==> src/rtl/sparc_exu_zdet_seq_if.sv <==
// Bus bundle for the zero-detect sequencer: two requesters, the shared
// 32-bit OR-reduce unit and the result consumer.
//
// Handshake: a request transfers in a cycle where reqN_vld and reqN_rdy are
// both 1 at the rising clock edge; rdy never depends on anything but the
// sequencer state and the vld inputs. A result is offered while rsp_vld is 1,
// all rsp_* fields hold stable, and it is consumed at the edge where rsp_ack
// is 1; rsp_ack with rsp_vld low has no effect.
interface sparc_exu_zdet_seq_if;
  logic        req0_vld;
  logic        req1_vld;
  logic [63:0] req0_data;
  logic [63:0] req1_data;
  logic        req0_w64;
  logic        req1_w64;
  logic        req0_rdy;
  logic        req1_rdy;
  logic [31:0] or_in;
  logic        or_out;
  logic        rsp_vld;
  logic        rsp_id;
  logic        rsp_nz_lo;
  logic        rsp_nz;
  logic        rsp_ack;
  logic [3:0]  dbg_state;

  modport slave (
    input  req0_vld, req1_vld, req0_data, req1_data, req0_w64, req1_w64,
    input  or_out, rsp_ack,
    output req0_rdy, req1_rdy, or_in,
    output rsp_vld, rsp_id, rsp_nz_lo, rsp_nz, dbg_state
  );

  modport master (
    output req0_vld, req1_vld, req0_data, req1_data, req0_w64, req1_w64,
    output or_out, rsp_ack,
    input  req0_rdy, req1_rdy, or_in,
    input  rsp_vld, rsp_id, rsp_nz_lo, rsp_nz, dbg_state
  );
endinterface

==> src/rtl/sparc_exu_zdet_seq.sv <==
// Two-requester nonzero detector. An accepted 64-bit operand is tested one
// 32-bit half per cycle through a shared external OR-reduce unit: the low half
// in LO, the high half in HI (64-bit requests only), then the result is held
// in RSP until acknowledged.
// Optional feature macro: ZDET_RR_ARB_EN selects round-robin arbitration
// between the requesters; without it requester 0 has fixed priority.
module sparc_exu_zdet_seq (
  input logic                 rclk,
  input logic                 arst_l,
  sparc_exu_zdet_seq_if.slave bus
);

  typedef enum logic [3:0] {
    ST_IDLE = 4'b0001,
    ST_LO   = 4'b0010,
    ST_HI   = 4'b0100,
    ST_RSP  = 4'b1000
  } state_e;

  state_e      state_q, state_d;
  logic [63:0] data_q, data_d;
  logic        w64_q, w64_d;
  logic        id_q, id_d;
  logic        nz_lo_q, nz_lo_d;
  logic        nz_hi_q, nz_hi_d;

  logic        prio0;
  logic        gnt0, gnt1;
  logic        rdy0, rdy1;
  logic        accept;
  logic        acc_id;

  logic [31:0] or_in;
  logic        rsp_vld, rsp_id, rsp_nz_lo, rsp_nz;

  // prio0 high means requester 0 wins when both are valid
`ifdef ZDET_RR_ARB_EN
  logic rr_last_q, rr_last_d;

  assign prio0 = rr_last_q;

  // Last-grant pointer follows every acceptance
  always_comb begin
    rr_last_d = rr_last_q;
    if (accept) rr_last_d = acc_id;
  end

  // Pointer register; reset to 1 so requester 0 wins the first contention
  always_ff @(posedge rclk or negedge arst_l) begin
    if (!arst_l) rr_last_q <= 1'b1;
    else         rr_last_q <= rr_last_d;
  end
`else
  assign prio0 = 1'b1;
`endif

  // Arbitration: grants only in IDLE and never while reset is asserted
  always_comb begin
    gnt0   = bus.req0_vld & (~bus.req1_vld | prio0);
    gnt1   = bus.req1_vld & ~gnt0;
    rdy0   = (state_q == ST_IDLE) & arst_l & gnt0;
    rdy1   = (state_q == ST_IDLE) & arst_l & gnt1;
    accept = rdy0 | rdy1;
    acc_id = rdy1;
  end

  // State register
  always_ff @(posedge rclk or negedge arst_l) begin
    if (!arst_l) state_q <= ST_IDLE;
    else         state_q <= state_d;
  end

  // Next-state logic
  always_comb begin
    state_d = state_q;
    case (state_q)
      ST_IDLE: if (accept) state_d = ST_LO;
      ST_LO:   state_d = w64_q ? ST_HI : ST_RSP;
      ST_HI:   state_d = ST_RSP;
      ST_RSP:  if (bus.rsp_ack) state_d = ST_IDLE;
      default: state_d = ST_IDLE;
    endcase
  end

  // Operand capture and per-half OR results; nz_hi cleared on acceptance so a
  // 32-bit request cannot inherit a previous high-half result
  always_comb begin
    data_d  = data_q;
    w64_d   = w64_q;
    id_d    = id_q;
    nz_lo_d = nz_lo_q;
    nz_hi_d = nz_hi_q;
    if (accept) begin
      data_d  = acc_id ? bus.req1_data : bus.req0_data;
      w64_d   = acc_id ? bus.req1_w64  : bus.req0_w64;
      id_d    = acc_id;
      nz_lo_d = 1'b0;
      nz_hi_d = 1'b0;
    end
    if (state_q == ST_LO) nz_lo_d = bus.or_out;
    if (state_q == ST_HI) nz_hi_d = bus.or_out;
  end

  // Datapath registers
  always_ff @(posedge rclk or negedge arst_l) begin
    if (!arst_l) begin
      data_q  <= 64'h0;
      w64_q   <= 1'b0;
      id_q    <= 1'b0;
      nz_lo_q <= 1'b0;
      nz_hi_q <= 1'b0;
    end else begin
      data_q  <= data_d;
      w64_q   <= w64_d;
      id_q    <= id_d;
      nz_lo_q <= nz_lo_d;
      nz_hi_q <= nz_hi_d;
    end
  end

  // Output decode from the current state
  always_comb begin
    or_in     = 32'h0;
    rsp_vld   = 1'b0;
    rsp_id    = 1'b0;
    rsp_nz_lo = 1'b0;
    rsp_nz    = 1'b0;
    case (state_q)
      ST_LO: or_in = data_q[31:0];
      ST_HI: or_in = data_q[63:32];
      ST_RSP: begin
        rsp_vld   = 1'b1;
        rsp_id    = id_q;
        rsp_nz_lo = nz_lo_q;
        rsp_nz    = nz_lo_q | (w64_q & nz_hi_q);
      end
      default: ;
    endcase
  end

  assign bus.req0_rdy  = rdy0;
  assign bus.req1_rdy  = rdy1;
  assign bus.or_in     = or_in;
  assign bus.rsp_vld   = rsp_vld;
  assign bus.rsp_id    = rsp_id;
  assign bus.rsp_nz_lo = rsp_nz_lo;
  assign bus.rsp_nz    = rsp_nz;
  assign bus.dbg_state = state_q;

endmodule

==> src/flat_wrapper.sv <==
// flat-port wrapper written by rule: the top's interface ports become plain ports
module sparc_exu_zdet_seq_flat 
  (rclk, arst_l, bus_req0_vld, bus_req1_vld, bus_req0_data, bus_req1_data, bus_req0_w64, bus_req1_w64, bus_or_out, bus_rsp_ack, bus_req0_rdy, bus_req1_rdy, bus_or_in, bus_rsp_vld, bus_rsp_id, bus_rsp_nz_lo, bus_rsp_nz, bus_dbg_state);
  sparc_exu_zdet_seq_if bus_i ();
  input logic rclk;
  input logic arst_l;
  input wire logic [$bits(bus_i.req0_vld)-1:0] bus_req0_vld;
  input wire logic [$bits(bus_i.req1_vld)-1:0] bus_req1_vld;
  input wire logic [$bits(bus_i.req0_data)-1:0] bus_req0_data;
  input wire logic [$bits(bus_i.req1_data)-1:0] bus_req1_data;
  input wire logic [$bits(bus_i.req0_w64)-1:0] bus_req0_w64;
  input wire logic [$bits(bus_i.req1_w64)-1:0] bus_req1_w64;
  input wire logic [$bits(bus_i.or_out)-1:0] bus_or_out;
  input wire logic [$bits(bus_i.rsp_ack)-1:0] bus_rsp_ack;
  output wire logic [$bits(bus_i.req0_rdy)-1:0] bus_req0_rdy;
  output wire logic [$bits(bus_i.req1_rdy)-1:0] bus_req1_rdy;
  output wire logic [$bits(bus_i.or_in)-1:0] bus_or_in;
  output wire logic [$bits(bus_i.rsp_vld)-1:0] bus_rsp_vld;
  output wire logic [$bits(bus_i.rsp_id)-1:0] bus_rsp_id;
  output wire logic [$bits(bus_i.rsp_nz_lo)-1:0] bus_rsp_nz_lo;
  output wire logic [$bits(bus_i.rsp_nz)-1:0] bus_rsp_nz;
  output wire logic [$bits(bus_i.dbg_state)-1:0] bus_dbg_state;
  assign bus_i.req0_vld = bus_req0_vld;
  assign bus_i.req1_vld = bus_req1_vld;
  assign bus_i.req0_data = bus_req0_data;
  assign bus_i.req1_data = bus_req1_data;
  assign bus_i.req0_w64 = bus_req0_w64;
  assign bus_i.req1_w64 = bus_req1_w64;
  assign bus_i.or_out = bus_or_out;
  assign bus_i.rsp_ack = bus_rsp_ack;
  assign bus_req0_rdy = bus_i.req0_rdy;
  assign bus_req1_rdy = bus_i.req1_rdy;
  assign bus_or_in = bus_i.or_in;
  assign bus_rsp_vld = bus_i.rsp_vld;
  assign bus_rsp_id = bus_i.rsp_id;
  assign bus_rsp_nz_lo = bus_i.rsp_nz_lo;
  assign bus_rsp_nz = bus_i.rsp_nz;
  assign bus_dbg_state = bus_i.dbg_state;
  sparc_exu_zdet_seq u_core (.rclk(rclk), .arst_l(arst_l), .bus(bus_i));
endmodule
==> config.mk <==
export PLATFORM = sky130hd
export DESIGN_NAME = sparc_exu_zdet_seq_flat
export DESIGN_NICKNAME = d
export VERILOG_FILES = /design/src/rtl/sparc_exu_zdet_seq_if.sv /design/src/rtl/sparc_exu_zdet_seq.sv /design/src/flat_wrapper.sv
export SDC_FILE = /design/constraint.sdc
export NUM_CORES = 1
export LEC_CHECK = 0
export CAP_MARGIN = 20
export CORE_MARGIN = 3
export CORE_UTILIZATION = 31
export CTS_BUF_LIST = sky130_fd_sc_hd__clkbuf_8
export DETAILED_ROUTE_END_ITERATION = 16
export GPL_TIMING_DRIVEN = 0
export HOLD_SLACK_MARGIN = 0.08
export PLACE_DENSITY = 0.59
export SLEW_MARGIN = 20
export SYNTH_ARGS = -nofsm -noshare
export SYNTH_HDL_FRONTEND = slang
export SYNTH_SLANG_ARGS = --single-unit
==> constraint.sdc <==
create_clock -name rclk -period 4.4 [get_ports rclk]
set_clock_uncertainty 0.05 [all_clocks]
set_input_delay 0.88 -clock rclk [delete_from_list [all_inputs] [get_ports rclk]]
set_output_delay 0.88 -clock rclk [all_outputs]
set_load 0.05 [all_outputs]
# --- Word-level counts from Yosys, hierarchy flattened ---
# Index checks and enable logic that the tools add are counted.
totals:
  regBits: 72
  in_bits: 136
  out_inout_bits: 42
  word_cells: 37
classes:
  eq_ne: 6
  n_mux: 14
  bitwise_logic: 8
  n_reduce_logical: 3
ops:
  columns: ["op", "n"]
  rows:
  - ["$mux W64", 1]
  - ["$pmux W32 S2", 1]
  - ["$pmux W4 S4", 1]
  - ["$mux W4", 3]
  - ["$mux W1", 8]
  - ["$and A1 B1 Y1", 5]
  - ["$eq A4 B1 Y1 const B", 1]
  - ["$eq A4 B2 Y1 const B", 1]
  - ["$eq A4 B3 Y1 const B", 1]
  - ["$eq A4 B4 Y1 const B", 1]
  - ["$reduce_bool A2 Y1", 2]
  - ["$ne A2 B1 Y1 const B", 1]
  - ["$ne A2 B2 Y1 const B", 1]
  - ["$or A1 B1 Y1", 2]
  - ["$reduce_and A2 Y1", 1]
  - ["$not A1 Y1", 1]

# --- Longest topological paths before layout ---
# Gate-level depths: netlist of the first run.
logic_depth:
  ltp_word: 6
  depth_mapped: 7
  ltp_nobuf: 4

# --- Least setup slack after synthesis of the first run ---
# Ideal clock, no wire load.
synth_timing:
  path_type: "flip-flop to output port"
  from: "register u_core.state_q[3], in the netlist u_core.bus.dbg_state[3]"
  to: "output bus_rsp_id"
  arrival_time_ns: 2.298
  slack_ns: 1.172
  path_stages_with_launch: 5
  n_path_buf: 1
  cell_sequence: "dfrtp_1 > buf_6 > or4b_2 > inv_1 > and2_1"
synth_between:
  elab_chain_cells: 2
synth_lines:
  columns: ["item", "line", "text"]
  rows:
  - ["from (decl)", "sparc_exu_zdet_seq.sv:20", "state_e state_q, state_d;"]
  - ["from (signal assigned)", "sparc_exu_zdet_seq.sv:70", "else state_q <= state_d;"]
  - ["$eq A4 B4 Y1", "sparc_exu_zdet_seq.sv:128", "case (state_q)"]
  - ["$mux W1", "sparc_exu_zdet_seq.sv:128", null]
  - ["to (decl)", "flat_wrapper.sv:19", "output wire logic [$bits(bus_i.rsp_id)-1:0] bus_rsp_id;"]
# No other way between the ends.

# --- Final worst setup path of the first run ---
layout_timing:
  from: "input arst_l"
  to: "output bus_req1_rdy"
layout_between:
  elab_chain_cells: 2
layout_lines:
  columns: ["item", "line", "text"]
  rows:
  - ["from (decl)", "flat_wrapper.sv:6", "input logic arst_l;"]
  - ["$and A1 B1 Y1 (2 in series)", "sparc_exu_zdet_seq.sv:62", "rdy1 = (state_q == ST_IDLE) & arst_l & gnt1;"]
  - ["to (decl)", "flat_wrapper.sv:16", "output wire logic [$bits(bus_i.req1_rdy)-1:0] bus_req1_rdy;"]
# No other way between the ends.

==> results.toml, run 1 <==
[status]
status = "completed"

[cells_and_area]
drive_above_1_share_pct = 11.3
stdcell_count = 806
areaGrowthSynthToFinish_pct = 52.6
final_common_cell = "clkdlybuf4s50_1"
antenna_cells = 0
layout_common_cells = "clkdlybuf4s50_1, dfrtp_1, inv_1"
finalNetCount = 761

[placed_design]
io_buffers = 176
dp.cells = 790
hpwl_um = 12800
place_congestion = 0.868
dp_slack_ns = 0.0502

[routing]
wirelength_um = 16700
drc = 0
drtIter0Drc = 432
vias = 4507
antenna_left = 0
wire_per_inst_um = 20.8
firstDrtPassIters = 5
vias_per_cell = 5.59

[synth]
synth_nets = 573
yosysUniqueCellTypes = 38
synth_seq_area_share_pct = 42.0
synth_cells = 437
synth.area.top_cells = "dfrtp_1, a22o_1, o2bb2ai_1, a22oi_1, o221a_2"
yosys_warnings = 0
async_reset_ff_share_pct = 100
synth_top_area_share_pct = 41.4
yosys_register_bits = 72
synth_edf_count = 0
syn_avg_cell_area_um2 = 9.81
synth_top_flop_cell = "dfrtp_1"
synth_top_area_cell = "dfrtp_1"
syn_area_mm2 = 0.00429

[timing]
fmax_ghz = 0.255
slew_headroom_pct = 58.1
setup_viol = 0
post-route-period-util_pct = 89.3
setup_ws_ns = 0.471
worst_slew_pin_slew_ns = 0.629
slew_viol_final = 0
hold_viol_final = 0
period_minus_slack_ns = 3.93
rsz0062_at_grt = "no"

[worst_setup_path]
start_kind = "primary input"
r2r_cells = 5
arrival_ns = 3.00
endpoint_kind = "primary output"
crit_fanout = 44
crit_type = "in -> out"
crit_required_ns = 3.47

[clock_tree]
clock-sinks = 72
post_cts.repair.setup_buffers = 0
clock_latency_ns = 0.36
cts_tree = "yes"
htree_levels = 3
cts-root-buf = "clkbuf_8"
max-clock-path-buffers = 2
clk_pin_slew_ns = 0.09
cts_buffers = 9

[worst_hold_path]
hold_class = "in -> async"

[global_route]
met2_usage_pct = 33.1
track_usage_pct = 21.7
busiest_layer = "met2"
grt_use_met3_pct = 3.00
grt_first_pass_wirelength_um = 25300
grt_pass1_vias = 4508
met1_usage_pct = 31.5
grt_antenna_before_repair = 0
grt_max_degree = 45
overflow = 0

[flow_run]
drv_cap = 0

[floorplanning]
fp.dieArea_mm2 = 0.0153
fp.dieH_um = 124
initial_core_util_pct = 32.0
die_w_um = 124
ios = 178
rows = 42
core_mm2 = 0.0134

[power_and_ir_drop]
leakage_nw = 2.61
ir_drop_mv = 0.169
powerDensity_mw_per_mm2 = 526
synth_stat cells (all sizes together) (19+ instances only):
library cell   n
nand4b        19
a22oi         28
clkbuf        26
o2bb2ai       28
a22o          32
nor2          22
buf           29
nor3          19
dfrtp         71
o22ai         19
inv           40
a221oi        19
or3           19
per-stage QoR:
step | TNS, ns | cell area, um^2 | util [%] | hold slack (ns) | total power (W)
floorplan | 0 | 4290 | - | 0.404 | 0.00220
global placement | -82.58 | 6270 | 46.8 | 0.423 | 0.00273
detailed placement | 0 | 6290 | 46.9 | 0.425 | 0.00276
CTS | 0 | 6540 | 48.8 | 0.411 | 0.00343
global route | 0 | 6550 | 48.8 | 0.426 | 0.00363
finish | 0 | 6550 | 48.8 | 0.395 | 0.00344
registers in the layout (all words and copies together) (netlist names):
register and flops:
u_core.data_q 64, u_core.nz_lo_q 1, u_core.bus.dbg_state 4, u_core.w64_q 1, u_core.id_q 1, u_core.nz_hi_q 1
timing repair:
item | CTS | global route
hold buffers | 0 | 0
setup endpoints to repair | 0 | 2
resized for setup | 0 | 2
worst max-delay path, stage by stage:
cell	delay [ns]
buf_4	0.37
buf_12	0.31
and3b_1	0.28
and2_1	0.14
buf_2	0.23
buf_6	0.18
and3_1	0.15
dlymetal6s2s_1	0.42
layer usage:
| layer | vias to the layer above | part of all wire [%] | routed length, um |
|---|---|---|---|
| met5 | - | 0 | 0 |
| met4 | 0 | 2.1 | 356 |
| met3 | 24 | 5.0 | 838 |
| met2 | 184 | 47 | 7910 |
| met1 | 2204 | 46 | 7620 |
| li1 | 2095 | - | - |
kinds of logic after synthesis:
logic type,share of synthesized area [%]
flip-flops,42.0
AO/OA/AOI/OAI,33.4
AND/OR/NAND/NOR,14.7
buffers and inverters,9.83
path summary, 6_finish.rpt:
check / from / slack [ns] / end
max in group asynchronous: arst_l / 3.25 / u_core.bus.dbg_state[0]
min reg2reg: u_core.data_q[32] / 0.44 / u_core.data_q[32]
min: arst_l / 0.40 / u_core.data_q[4]
max: arst_l / 0.47 / bus_req1_rdy
min in group rclk: u_core.data_q[32] / 0.44 / u_core.data_q[32]
max reg2reg: u_core.bus.dbg_state[0] / 2.40 / u_core.data_q[57]
layout make-up:
cell class                 instances  area, um^2
sequential                        72        1800
buffer                            55         272
clock inverter                     6         115
fill                            1251        6860
clock buffer                      10         138
inverter                          40         150
multi-input combinational        270        2060
tap                              176         220
timing repair buffer             177        1780
where the power goes:
group	switching, W	internal [W]
Combinational	0.000809	0.000690
Clock	0.000275	0.000395
Sequential	0.000294	0.000980
Power figures use the tool's default switching activity.
==> run 2, diff against run 1 <==
CAP_MARGIN = 25   (was 20)
==> results of run 2 <==
Same layout as run 1: the final DEF is identical, and so are final timing and power.
==> run 3, diff against run 2 <==
HOLD_SLACK_MARGIN = 0.12   (was 0.08)
PLACE_DENSITY = 0.62   (was 0.59)
clock period = 3.3 ns   (was 4.4 ns; I/O delays follow)
==> results.toml, run 3 (synthesis results as in run 1) <==
[floorplanning]
core_mm2 = 0.0134
die_w_um = 124
fp.dieArea_mm2 = 0.0153
initial_core_util_pct = 32.0
fp.dieH_um = 124
ios = 178
rows = 42

[cells_and_area]
antenna_cells = 0
layout_common_cells = "clkdlybuf4s50_1, dfrtp_1, inv_1"
finalNetCount = 765
drive_above_1_share_pct = 12.2
areaGrowthSynthToFinish_pct = 53.1
top_register = "u_core.data_q"
largest_register_ffs = 64
final_common_cell = "clkdlybuf4s50_1"

[clock_tree]
cts_tree = "yes"
clock_latency_ns = 0.35
htree_levels = 3
cts-root-buf = "clkbuf_8"
cts_buffers = 9
clock-sinks = 72
max-clock-path-buffers = 2
clk_pin_slew_ns = 0.08

[routing]
vias = 4606
vias_per_cell = 5.69
drc = 0
wire_per_inst_um = 20.9
drtIter0Drc = 350
wirelength_um = 16900
firstDrtPassIters = 5
antenna_left = 0

[worst_setup_path]
start_kind = "primary input"
crit_fanout = 11
crit_type = "in -> out"
crit_slowest_cell = "clkdlybuf4s50_1"
arrival_ns = 2.50
crit_required_ns = 2.59
endpoint_kind = "primary output"
crit_chain = "clkdlybuf4s50_1 > nand3_2 > clkbuf_1 > nor2_1 > clkdlybuf4s18_2"
cpPeakStageDelay_ns = 0.62

[global_route]
track_usage_pct = 21.8
grt_max_degree = 44
grt_first_pass_wirelength_um = 25900
grt_antenna_before_repair = 0
overflow = 0
grt_pass1_vias = 4733

[status]
status = "completed"

[timing]
slew_viol_final = 0
rsz0062_at_grt = "no"
worst_slew_pin_slew_ns = 0.572
fmax_ghz = 0.312
setup_ws_ns = 0.0902
hold_viol_final = 0
period_minus_slack_ns = 3.21
finalSetupTns_ns = 0
setup_viol = 0
post-route-period-util_pct = 97.3
slew_headroom_pct = 61.9

[power_and_ir_drop]
ir_drop_mv = 0.253
leakage_nw = 2.80
powerDensity_mw_per_mm2 = 693

[worst_hold_path]
hold_class = "in -> async"

[placed_design]
dp_slack_ns = -0.596
hpwl_um = 12800
io_buffers = 176
place_congestion = 0.841

[flow_run]
drv_cap = 0
run 3: worst max-delay path, delay by kind of cell:
family                 cells  cell delay [ns]
buffers and inverters      3             1.32
and+or+nand+nor            2             0.52
run 3: metal layers:
layer	vias to the layer above	GRT usage (%)	wire, um
met3	24	3.22	967
li1	2104	-	-
met5	-	0	0
met1	2288	30.6	7500
met4	0	6.02	365
met2	190	35.3	8040
run 3: worst paths after layout:
check                                        start           endpoint  slack [ns]  depth (start not counted)
max                                   bus_req0_vld       bus_req0_rdy        0.09                          5
min                                         arst_l  u_core.data_q[13]        0.20                          2
max reg2reg                u_core.bus.dbg_state[0]  u_core.data_q[54]        1.26                          5
min reg2reg                      u_core.data_q[32]  u_core.data_q[32]        0.45                          1
max in group asynchronous                   arst_l   u_core.data_q[8]        2.33                          2
min in group rclk                u_core.data_q[32]  u_core.data_q[32]        0.45                          1
run 3: power breakdown:
group          internal [W]  total (W)  switching (W)  leakage [nW]
Clock              0.000520   0.000862       0.000342         0.123
Sequential          0.00131    0.00170       0.000392         0.868
Combinational      0.000901    0.00199        0.00109          1.80
run 3: area by class of cell:
type                    instances  area (um^2)
inverters                      40          150
fillers                      1300         6830
well taps                     176          220
repair buffers                182         1820
multi-input cells             270         2070
plain buffers                  54          268
flip-flops and latches         72         1800
clock buffers                  10          138
clock inverters                 5          104
run 3: what timing repair did:
action / in CTS / in global routing
hold endpoints to repair: 5 / 0
pin swaps: 0 / 1
gates cloned: 0 / 0
hold buffers: 2 / 0
setup endpoints to repair: 33 / 31
gates resized for setup: 41 / 2
setup buffers: 2 / 1
run 3: stage by stage:
stage	utilization [%]	std cells	power [W]	area [um^2]	hold WS (ns)
6_report	49.0	809	0.00455	6570	0.200
5_1_grt	49.0	809	0.00482	6570	0.209
4_1_cts	48.9	808	0.00453	6550	0.212
3_5_place_dp	46.9	790	0.00369	6290	0.425
3_3_place_gp	46.8	789	0.00363	6270	0.423
2_1_floorplan	-	437	0.00293	4290	0.314
